===== src/rtl/conv_window_ctrl.sv =====
// ---------------------------------------------------------------------------
// ConvWindowCtrl -- raster-scan window controller for a conv + pool stage.
//
// Tracks the (row, col) position of the next expected pixel of an N x N
// feature map. For every accepted pixel it raises conv_valid_o when a full
// conv_size x conv_size window has closed, and pool_valid_o when that conv
// output also completes a 2x2 pooling block. Both strobes appear one cycle
// after the pixel that caused them.
//
// Ports
//   clk             rising-edge clock
//   rst_n           asynchronous active-low reset
//   start_i         one-cycle frame request (honoured only when idle)
//   featmap_size_i  map edge N, sampled when start_i is accepted
//   din_valid_i     one raster-order pixel presented this cycle
//   abort_i         synchronous frame cancel
//   busy_o          frame in progress
//   row_o, col_o    position of the next expected pixel
//   conv_valid_o    conv window completed by the previous accepted pixel
//   pool_valid_o    that conv output also closed a pooling block
//   frame_done_o    one-cycle pulse after the last pixel of a frame
//   cfg_err_o       one-cycle pulse when start_i carried an illegal size
// ---------------------------------------------------------------------------
module conv_window_ctrl #(
    parameter int conv_size    = 3,
    parameter int pooling_size = 2,   // only 2 is supported
    parameter int max_featmap  = 30
) (
    input  logic       clk,
    input  logic       rst_n,
    input  logic       start_i,
    input  logic [4:0] featmap_size_i,
    input  logic       din_valid_i,
    input  logic       abort_i,
    output logic       busy_o,
    output logic [4:0] row_o,
    output logic [4:0] col_o,
    output logic       conv_valid_o,
    output logic       pool_valid_o,
    output logic       frame_done_o,
    output logic       cfg_err_o
);

    typedef enum logic {
        IDLE = 1'b0,
        RUN  = 1'b1
    } state_e;

    localparam logic [4:0] KSize = 5'(conv_size);
    localparam logic [4:0] KM1   = 5'(conv_size - 1);
    localparam logic [4:0] PSize = 5'(pooling_size);
    localparam logic [4:0] PM1   = 5'(pooling_size - 1);
    localparam logic [4:0] MaxN  = 5'(max_featmap);

    state_e     state_q, state_d;
    logic [4:0] n_q, n_d;
    logic [4:0] row_q, row_d;
    logic [4:0] col_q, col_d;
    logic       conv_q, conv_d;
    logic       pool_q, pool_d;
    logic       done_q, done_d;
    logic       cfg_err_q, cfg_err_d;

    logic       sizeOk;
    logic [4:0] nM1;
    logic       lastCol;
    logic       lastRow;
    logic       convFlag;
    logic       poolFlag;
    logic [4:0] oy;
    logic [4:0] ox;
    logic [4:0] outEdge;
    logic [4:0] poolSpan;

    assign sizeOk  = (featmap_size_i >= KSize) && (featmap_size_i <= MaxN);
    assign nM1     = n_q - 5'd1;
    assign lastCol = (col_q == nM1);
    assign lastRow = (row_q == nM1);

    // oy/ox are only meaningful when convFlag holds, so the wrap of the
    // subtraction for early rows/cols never reaches poolFlag.
    assign convFlag = (row_q >= KM1) && (col_q >= KM1);
    assign oy       = row_q - KM1;
    assign ox       = col_q - KM1;
    assign outEdge  = n_q - KM1;
    // An odd number of conv outputs leaves a last row/column that never
    // fills a pooling block, so the usable span is rounded down.
    assign poolSpan = outEdge - (outEdge % PSize);
    assign poolFlag = convFlag
                   && ((oy % PSize) == PM1) && ((ox % PSize) == PM1)
                   && (oy < poolSpan) && (ox < poolSpan);

    // State register
    always_ff @(posedge clk or negedge rst_n) begin
        if (!rst_n) begin
            state_q   <= IDLE;
            n_q       <= 5'd0;
            row_q     <= 5'd0;
            col_q     <= 5'd0;
            conv_q    <= 1'b0;
            pool_q    <= 1'b0;
            done_q    <= 1'b0;
            cfg_err_q <= 1'b0;
        end else begin
            state_q   <= state_d;
            n_q       <= n_d;
            row_q     <= row_d;
            col_q     <= col_d;
            conv_q    <= conv_d;
            pool_q    <= pool_d;
            done_q    <= done_d;
            cfg_err_q <= cfg_err_d;
        end
    end

    // Next-state logic; abort outranks both pixel acceptance and frame end.
    always_comb begin
        state_d   = state_q;
        n_d       = n_q;
        row_d     = row_q;
        col_d     = col_q;
        conv_d    = 1'b0;
        pool_d    = 1'b0;
        done_d    = 1'b0;
        cfg_err_d = 1'b0;
        case (state_q)
            IDLE: begin
                if (start_i) begin
                    if (sizeOk) begin
                        state_d = RUN;
                        n_d     = featmap_size_i;
                        row_d   = 5'd0;
                        col_d   = 5'd0;
                    end else begin
                        cfg_err_d = 1'b1;
                    end
                end
            end
            RUN: begin
                if (abort_i) begin
                    state_d = IDLE;
                    row_d   = 5'd0;
                    col_d   = 5'd0;
                end else if (din_valid_i) begin
                    conv_d = convFlag;
                    pool_d = poolFlag;
                    if (lastRow && lastCol) begin
                        state_d = IDLE;
                        done_d  = 1'b1;
                        row_d   = 5'd0;
                        col_d   = 5'd0;
                    end else if (lastCol) begin
                        col_d = 5'd0;
                        row_d = row_q + 5'd1;
                    end else begin
                        col_d = col_q + 5'd1;
                    end
                end
            end
        endcase
    end

    // Outputs
    always_comb begin
        busy_o       = (state_q == RUN);
        row_o        = row_q;
        col_o        = col_q;
        conv_valid_o = conv_q;
        pool_valid_o = pool_q;
        frame_done_o = done_q;
        cfg_err_o    = cfg_err_q;
    end

endmodule


===== config.mk =====
export PLATFORM = sky130hd
export DESIGN_NAME = conv_window_ctrl
export DESIGN_NICKNAME = d
export VERILOG_FILES = /design/src/rtl/conv_window_ctrl.sv
export SDC_FILE = /design/constraint.sdc
export NUM_CORES = 1
export LEC_CHECK = 0
export ABC_AREA = 1
export CAP_MARGIN = 20
export CORE_MARGIN = 2
export CORE_UTILIZATION = 41
export CTS_CLUSTER_DIAMETER = 50
export DETAILED_ROUTE_END_ITERATION = 10
export GPL_ROUTABILITY_DRIVEN = 0
export PLACE_DENSITY_LB_ADDON = 0.1
export SLEW_MARGIN = 10
export SYNTH_ARGS = -nofsm -noshare
export SYNTH_HDL_FRONTEND = slang
export SYNTH_SLANG_ARGS = --single-unit

===== constraint.sdc =====
create_clock -name clk -period 3.08 [get_ports clk]
set_input_delay 0.77 -clock clk [delete_from_list [all_inputs] [get_ports clk]]
set_output_delay 0.77 -clock clk [all_outputs]
set_load 0.05 [all_outputs]

==> results of run 1 <==
layout make-up:
class	count	area [µm²]	area share [%]
clock inverters	1	30.0	1.50
repair buffers	26	255	12.7
clock buffers	3	41.3	2.06
well taps	48	60.1	3.00
flip-flops and latches	20	500	25.0
multi-input cells	172	1000	49.9
inverters	31	116	5.81
through the flow:
step                util (%)  std cells
floorplan                  -        227
global route            53.5        301
CTS                     53.5        301
detailed placement      51.6        297
finish                  53.5        301
global placement        51.6        297
flip-flops by register name (all words and copies together) (netlist names):
signal	flops
busy_o	1
conv_valid_o	1
frame_done_o	1
n_q	5
cfg_err_o	1
row_o	5
col_o	5
pool_valid_o	1
routing by layer:
metal / part of all wire (%) / vias to the layer above / wire, µm / track usage (%)
li1: - / 786 / - / -
met1: 52 / 687 / 1950 / 26.9
met2: 43 / 32 / 1620 / 30.9
met3: 3.5 / 6 / 130 / 3.17
met4: 1.0 / 0 / 38 / 4.34
met5: 0 / - / 0 / 0
path summary, 6_finish.rpt:
check / from / endpoint / slack, ns / cells past startpoint
hold / removal: busy_o / cfg_err_o / 0.54 / 3
setup reg to reg: n_q[1] / busy_o / 1.11 / 11
hold reg to reg: busy_o / cfg_err_o / 0.54 / 3
max in group asynchronous: rst_n / row_o[4] / 2.01 / 2
setup / recovery: row_o[3] / row_o[3] / 0.65 / 1
min in group asynchronous: rst_n / pool_valid_o / 0.84 / 2
cells by family (layout without fill, tap and decap cells):
group | after synthesis | count (layout) | synth area share (%)
AO/OA/AOI/OAI | 27 | 27 | 9.60
flip-flops | 20 | 20 | 30.5
buffers and inverters | 35 | 61 | 8.61
XOR/XNOR | 9 | 9 | 4.80
AND/OR/NAND/NOR | 121 | 121 | 35.1
adder cells (fa/ha/maj) | 15 | 15 | 11.4
power groups by stage:
stage               Clock [µW]  Sequential (µW)  Combinational [µW]
floorplan                    0              410                 432
global placement             0              365                 626
detailed placement           0              365                 631
CTS                        272              360                 635
global route               281              367                 722
finish                     270              359                 630
synth_stat cells (2+ instances only):
master,count
a21oi_1,9
o21ai_0,9
nor2_1,13
nor2_8,2
xor2_1,5
nor3_1,2
nand2_1,65
buf_2,2
nand3_1,25
nor2_2,2
dfrtp_1,20
inv_1,22
o21ai_1,3
o21a_1,2
nand4_1,4
xnor2_1,4
ha_1,15
inv_2,8
cell usage in the layout (no fill, tap or decap), drive strengths merged:
cell type	Yosys	final
nand2	66	66
inv	30	30
nand3	27	27
clkdlybuf4s50	0	24
dfrtp	20	20
nor2	18	18
ha	15	15
o21ai	14	14
a21oi	9	9
xor2	5	5
xnor2	4	4
nand4	4	4
clkbuf	1	3
or2	3	3
nor3	2	2
o21a	2	2
buf	3	2
o22ai	1	1
a31oi	1	1
clkinv	1	1
and3	1	1
bufinv	0	1
==> impl_metrics.tcl, run 1 <==
set metrics [dict create \
    post_cts_resized 0 \
    fin_ws_ns 0.649 \
    fin_total_pwr_uw 1260 \
    hold_path_class "register to register" \
    holdBufCountCts 0 \
    p_int_uw 711 \
    synthesis.nets 252 \
    antenna_found_initial 0 \
    nets 279 \
    p_clk_share_pct 21.4 \
    fin_setup_tns_ns 0 \
    startpoint_type "register" \
    cts-root-buf "clkbuf_8" \
    syn_area_um2 1640 \
    tightest_slew_ns 0.541 \
    clk_pin_slew_ns 0.08 \
    grt_pass1_vias 1433 \
    drt_wl_total_um 3740 \
    rsz0062_at_grt "false" \
    synth_edf_count 0 \
    num_vias 1511 \
    ir_drop_uv 284 \
    first_pass_iters 4 \
    cp_slowest_cell "clkdlybuf4s50_1" \
    setup_viol 0 \
    grt_use_total_pct 19.1 \
    hold_viol 0 \
    critPathTopFamily "buffers and inverters" \
    n_antenna_cell 0 \
    netSwitchingFraction_pct 43.5 \
    worstPathArrival_ns 1.66 \
    synth.avg_cell_area_um2 7.23 \
    synthTopCellsByArea "dfrtp_1, nand2_1, ha_1" \
    max_stage_delay_ns 0.87 \
    grt_start_max_net_pins 21 \
    pwr-share-comb_pct 50.0 \
    min_period_ns 2.43 \
    die_w_um 67.3 \
    fin_area_um2 2000 \
    seq_power_share_pct 28.5 \
    worstPathRequired_ns 2.31 \
    p_sw_uw 548 \
    htreeDepth 1 \
    fmaxAchievable_mhz 411 \
    synth_warnings 0 \
    rows 22 \
    fin_skew_ns 0.00150 \
    yosysTopAreaCellShare_pct 30.5 \
    drc 0 \
    dieArea_um2 4530 \
    leakage_uw 0.000984 \
    crit_chain "clkdlybuf4s50_1" \
    cts_tree "done" \
    seq_area_frac_synth_pct 30.5 \
    path_buf_inv 1 \
    status "complete, no violations" \
    ys_async_sr_fraction_pct 100 \
    start_util_pct 43.9 \
    crit_type "register to output port" \
    ys_types 33 \
    crit_fanout 7 \
    num_io_pins 25 \
    drtIter0Drc 66 \
    endpoint_kind "output port" \
    hold_slack_ns 0.542 \
    cts_setup_buffers 0 \
    cts.path.max_buffers 2 \
    ant_nets 0 \
    place_ws_ns 0.531 \
    wl_per_cell_um 12.4 \
    worstSkewPairLatency_ns 0.26 \
    power_density_nw_per_um2 628 \
    area_growth_pct 22.0 \
    die_h_um 67.3 \
    timing.final.max_slew_violations 0 \
    cts_sinks 20 \
    max_cap_violations 0 \
    grt_pass1_wl_um 6580 \
    dpl_cell_area_um2 1930 \
    ys_seq_elements 20 \
    post-route-period-util_pct 78.9 \
    fillers 391 \
    postSynthCellCount 227 \
    drive_gt1_share_pct 9.88 \
    yosysTopAreaCell "dfrtp_1" \
    slew-limit-headroom_pct 64.0 \
    via_per_inst 5.02 \
    core-area_um2 3740 \
    gr-total-overflow 0 \
    synthFlopType "dfrtp_1" \
    dpl.hpwl_um 2980 \
    cts_buffers 3 \
    io_buffers 24 \
]
Power figures use the tool's default switching activity.
==> inputs of run 2 (changes only) <==
==> constraint.sdc (replaced) <==
create_clock -name clk -period 2.5 [get_ports clk]
set_input_delay 0.625 -clock clk [delete_from_list [all_inputs] [get_ports clk]]
set_output_delay 0.625 -clock clk [all_outputs]
set_load 0.05 [all_outputs]
==> run 2 against run 1 <==
Flip-flop and latch count did not move. Die area did not move. Register-to-register slack got worse by 0.57 ns. First-iteration DRC count rose by 58%. Clock skew rose by 0.0023 ns. Largest power group unchanged.
==> impl_metrics.tcl, run 2 (synthesized netlist as in run 1, its figures left out) <==
set metrics [dict create \
    status "complete, no violations" \
    rows 22 \
    first_pass_iters 4 \
    seq_power_share_pct 28.3 \
    drc 0 \
    crit_chain "clkdlybuf4s50_1" \
    hold_path_class "register to register" \
    num_vias 1479 \
    cp_slowest_cell "clkdlybuf4s50_1" \
    drive_gt1_share_pct 11.6 \
    place_ws_ns 0.259 \
    timing.rr.start "n_q[1]" \
    grt_start_max_net_pins 21 \
    crit_type "register to output port" \
    fin_setup_tns_ns 0 \
    endpoint_kind "output port" \
    die_h_um 67.3 \
    fillers 365 \
    io_buffers 24 \
    cts.path.max_buffers 2 \
    start_util_pct 43.9 \
    grt_pass1_vias 1472 \
    wl_per_cell_um 11.9 \
    p_sw_uw 663 \
    holdBufCountCts 0 \
    max_stage_delay_ns 0.85 \
    fmaxAchievable_mhz 450 \
    drt_wl_total_um 3640 \
    antenna_found_initial 0 \
    area_growth_pct 24.3 \
    tightest_slew_ns 0.501 \
    dpl.hpwl_um 2900 \
    num_io_pins 25 \
    cts_buffers 3 \
    grt_use_total_pct 19.4 \
    startpoint "col_o[4]" \
    final_cell_mix "nand2_1, nand3_1, clkdlybuf4s50_1" \
    timing.final.max_slew_violations 0 \
    ir_drop_uv 436 \
    leakage_uw 0.00101 \
    hp-start "busy_o" \
    rsz0062_at_grt "false" \
    path_buf_inv 1 \
    slew-limit-headroom_pct 66.5 \
    p_int_uw 883 \
    worstPathRequired_ns 1.88 \
    cts_tree "done" \
    mostFrequentLayoutCell "nand2_1" \
    critPathTopFamily "buffers and inverters" \
    post-route-period-util_pct 88.8 \
    pwr-share-comb_pct 50.5 \
    power_density_nw_per_um2 758 \
    worstSkewPairLatency_ns 0.26 \
    p_clk_share_pct 21.3 \
    grt_pass1_wl_um 6750 \
    gr-total-overflow 0 \
    fin_skew_ns 0.00382 \
    crit_fanout 6 \
    nets 284 \
    n_antenna_cell 0 \
    worstPathArrival_ns 1.60 \
    drtIter0Drc 104 \
    fin_ws_ns 0.280 \
    min_period_ns 2.22 \
    netSwitchingFraction_pct 42.9 \
    clk_pin_slew_ns 0.08 \
    cts_sinks 20 \
    core-area_um2 3740 \
    startpoint_type "register" \
    cts-root-buf "clkbuf_8" \
    regToRegSetupSlack_ns 0.54 \
    hold_viol 0 \
    post_cts_resized 0 \
    ant_nets 0 \
    die_w_um 67.3 \
    htreeDepth 1 \
    setup_viol 0 \
    via_per_inst 4.83 \
    dieArea_um2 4530 \
    max_cap_violations 0 \
    cts_setup_buffers 0 \
]
-- run 2: cell count changes in the layout (fill, tap and decap cells not counted), sizes merged --
cell / change
buf: +5
-- run 2: area by class of cell --
class	instances	area (µm²)	share of cell area, %
sequential	20	500	24.5
multi-input combinational	172	1000	49.0
timing repair buffer	31	293	14.3
clock buffer	3	41.3	2.02
tap	48	60.1	2.94
inverter	31	116	5.70
clock inverter	1	30.0	1.47
-- run 2: worst paths after layout --
kind,depth (start not counted),endpoint
setup / recovery,1,col_o[4]
hold / removal,3,cfg_err_o
setup reg to reg,12,busy_o
hold reg to reg,3,cfg_err_o
max in group asynchronous,2,n_q[4]
min in group asynchronous,2,col_o[0]
-- run 2: power groups by stage --
stage	Clock (µW)	Combinational (µW)	Sequential, µW
after floorplan	0	532	505
after global placement	0	782	443
after detailed placement	0	784	444
after CTS	335	788	438
after global routing	352	900	446
final	329	781	437
-- run 2: per-layer routing --
metal  track usage, %  vias up  routed length (µm)
li1                 -      794                   -
met1             26.9      656                1840
met2             32.4       25                1630
met3             2.67        4                 143
met4             3.57        0                  24
met5                0        -                   0
-- run 2: metrics by stage --
stage / std cells / utilization, % / area (µm²) / power (µW) / hold slack [ns]
after floorplan: 227 / - / 1640 / 1040 / 0.329
after global placement: 302 / 52.6 / 1970 / 1230 / 0.531
after detailed placement: 302 / 52.6 / 1970 / 1230 / 0.529
after CTS: 306 / 54.5 / 2040 / 1560 / 0.540
after global routing: 306 / 54.5 / 2040 / 1700 / 0.577
final: 306 / 54.5 / 2040 / 1550 / 0.537
==> inputs of run 3 (changes only) <==
==> constraint.sdc (replaced) <==
create_clock -name clk -period 2.2 [get_ports clk]
set_input_delay 0.55 -clock clk [delete_from_list [all_inputs] [get_ports clk]]
set_output_delay 0.55 -clock clk [all_outputs]
set_load 0.05 [all_outputs]
==> run 3 against run 2 <==
Worst setup slack worse by 0.15 ns. Sequential share of layout area unchanged. Hold slack better by 0.022 ns. Clock power up 12%. Clock-buffer cell count unchanged. Core utilization unchanged. Final cell count up 0.33%. Global-route usage up 0.44 points. Combinational power up 19%. Total power up 16%. Via count up 5.1%. Critical endpoint is now row_o[4]. Largest cell class unchanged.
==> impl_metrics.tcl, run 3 (synthesized netlist as in run 1, its figures left out) <==
set metrics [dict create \
    startpoint_type "register" \
    netSwitchingFraction_pct 43.3 \
    max_stage_delay_ns 0.83 \
    fmaxAchievable_mhz 484 \
    holdBufCountCts 0 \
    worstPathRequired_ns 1.65 \
    rsz0062_at_grt "false" \
    endpoint_kind "output port" \
    min_period_ns 2.07 \
    rows 22 \
    max_cap_violations 0 \
    pwr-share-comb_pct 52.0 \
    crit_chain "clkdlybuf4s50_1" \
    first_pass_iters 4 \
    dp_cells 303 \
    cts_sinks 20 \
    mostFrequentLayoutCell "nand2_1" \
    drc 0 \
    clk_pin_slew_ns 0.08 \
    met1_usage_pct 28.5 \
    io_buffers 24 \
    leakage_uw 0.00104 \
    ir_drop_uv 531 \
    cts_setup_buffers 0 \
    die_w_um 67.3 \
    n_antenna_cell 0 \
    fin_setup_tns_ns 0 \
    grt_most_used_layer "met2" \
    grt_pass1_wl_um 6740 \
    tightest_slew_ns 0.499 \
    post_cts_resized 0 \
    p_int_uw 1020 \
    drtIter0Drc 70 \
    crit_type "register to output port" \
    cts_tree "done" \
    final_cell_mix "nand2_1, nand3_1, inv_1" \
    post-route-period-util_pct 93.9 \
    hold_viol 0 \
    globalRouteMet2Util_pct 31.8 \
    die_h_um 67.3 \
    setup_viol 0 \
    crit_fanout 5 \
    critPathTopFamily "buffers and inverters" \
    status "complete, no violations" \
    hold_path_class "register to register" \
    drive_gt1_share_pct 14.3 \
    p_clk_share_pct 20.6 \
    fin_skew_ns 0.00422 \
    worstSkewPairLatency_ns 0.26 \
    finalNonFillerCells 307 \
    start_util_pct 43.9 \
    num_io_pins 25 \
    power_density_nw_per_um2 878 \
    timing.final.max_slew_violations 0 \
    fin_total_pwr_uw 1790 \
    hold_slack_ns 0.559 \
    dpl.hpwl_um 3090 \
    via_per_inst 5.06 \
    antenna_found_initial 0 \
    cts_buffers 3 \
    grt_start_max_net_pins 21 \
    wl_per_cell_um 12.6 \
    seq_power_share_pct 27.4 \
    worstPathArrival_ns 1.52 \
    drt_wl_total_um 3880 \
    gr-total-overflow 0 \
    num_vias 1554 \
    cts-root-buf "clkbuf_8" \
    cts.path.max_buffers 2 \
    core-area_um2 3740 \
    area_growth_pct 24.3 \
    ant_nets 0 \
    dieArea_um2 4530 \
    p_sw_uw 775 \
    met3_usage_pct 2.00 \
    nets 285 \
    path_buf_inv 1 \
    cp_slowest_cell "clkdlybuf4s50_1" \
    htreeDepth 1 \
    grt_use_total_pct 19.8 \
    grt_pass1_vias 1450 \
    slew-limit-headroom_pct 66.6 \
]
[run 3: layout make-up]
class,count,area [µm²]
clock buffer,3,41.3
clock inverter,1,30.0
fill,377,1700
inverter,31,116
multi-input combinational,172,1000
sequential,20,500
tap,48,60.1
timing repair buffer,32,288
[run 3: per-layer routing]
| metal | wire length (µm) | share of wire, % |
|---|---|---|
| met1 | 1900 | 49 |
| met2 | 1780 | 46 |
| met3 | 173 | 4.5 |
| met4 | 25 | 0.64 |
| met5 | 0 | 0 |
[run 3: power by group through the flow]
stage          combinational, µW  sequential [µW]  clock [µW]
5_1_grt                     1060              501         388
3_5_place_dp                 925              499           0
4_1_cts                      930              492         377
3_3_place_gp                 914              499           0
6_report                     932              491         369
2_1_floorplan                605              574           0
[run 3: worst paths after layout]
kind                       depth (start not counted)           end  slack [ns]  startpoint
setup / recovery                                   1      row_o[4]        0.13    row_o[4]
max in group asynchronous                          2        n_q[0]        1.33       rst_n
min in group asynchronous                          2  pool_valid_o        0.64       rst_n
setup reg to reg                                  13      row_o[0]        0.24      n_q[0]
hold reg to reg                                    3     cfg_err_o        0.56      busy_o
hold / removal                                     3     cfg_err_o        0.56      busy_o
[run 3: stage by stage]
stage	instance area, µm²	worst slack [ns]	utilization (%)
2_1_floorplan	1640	0.157	-
3_3_place_gp	1960	0.173	52.4
3_5_place_dp	1960	0.148	52.4
4_1_cts	2030	0.0401	54.3
5_1_grt	2040	0.0325	54.5
6_report	2040	0.134	54.5
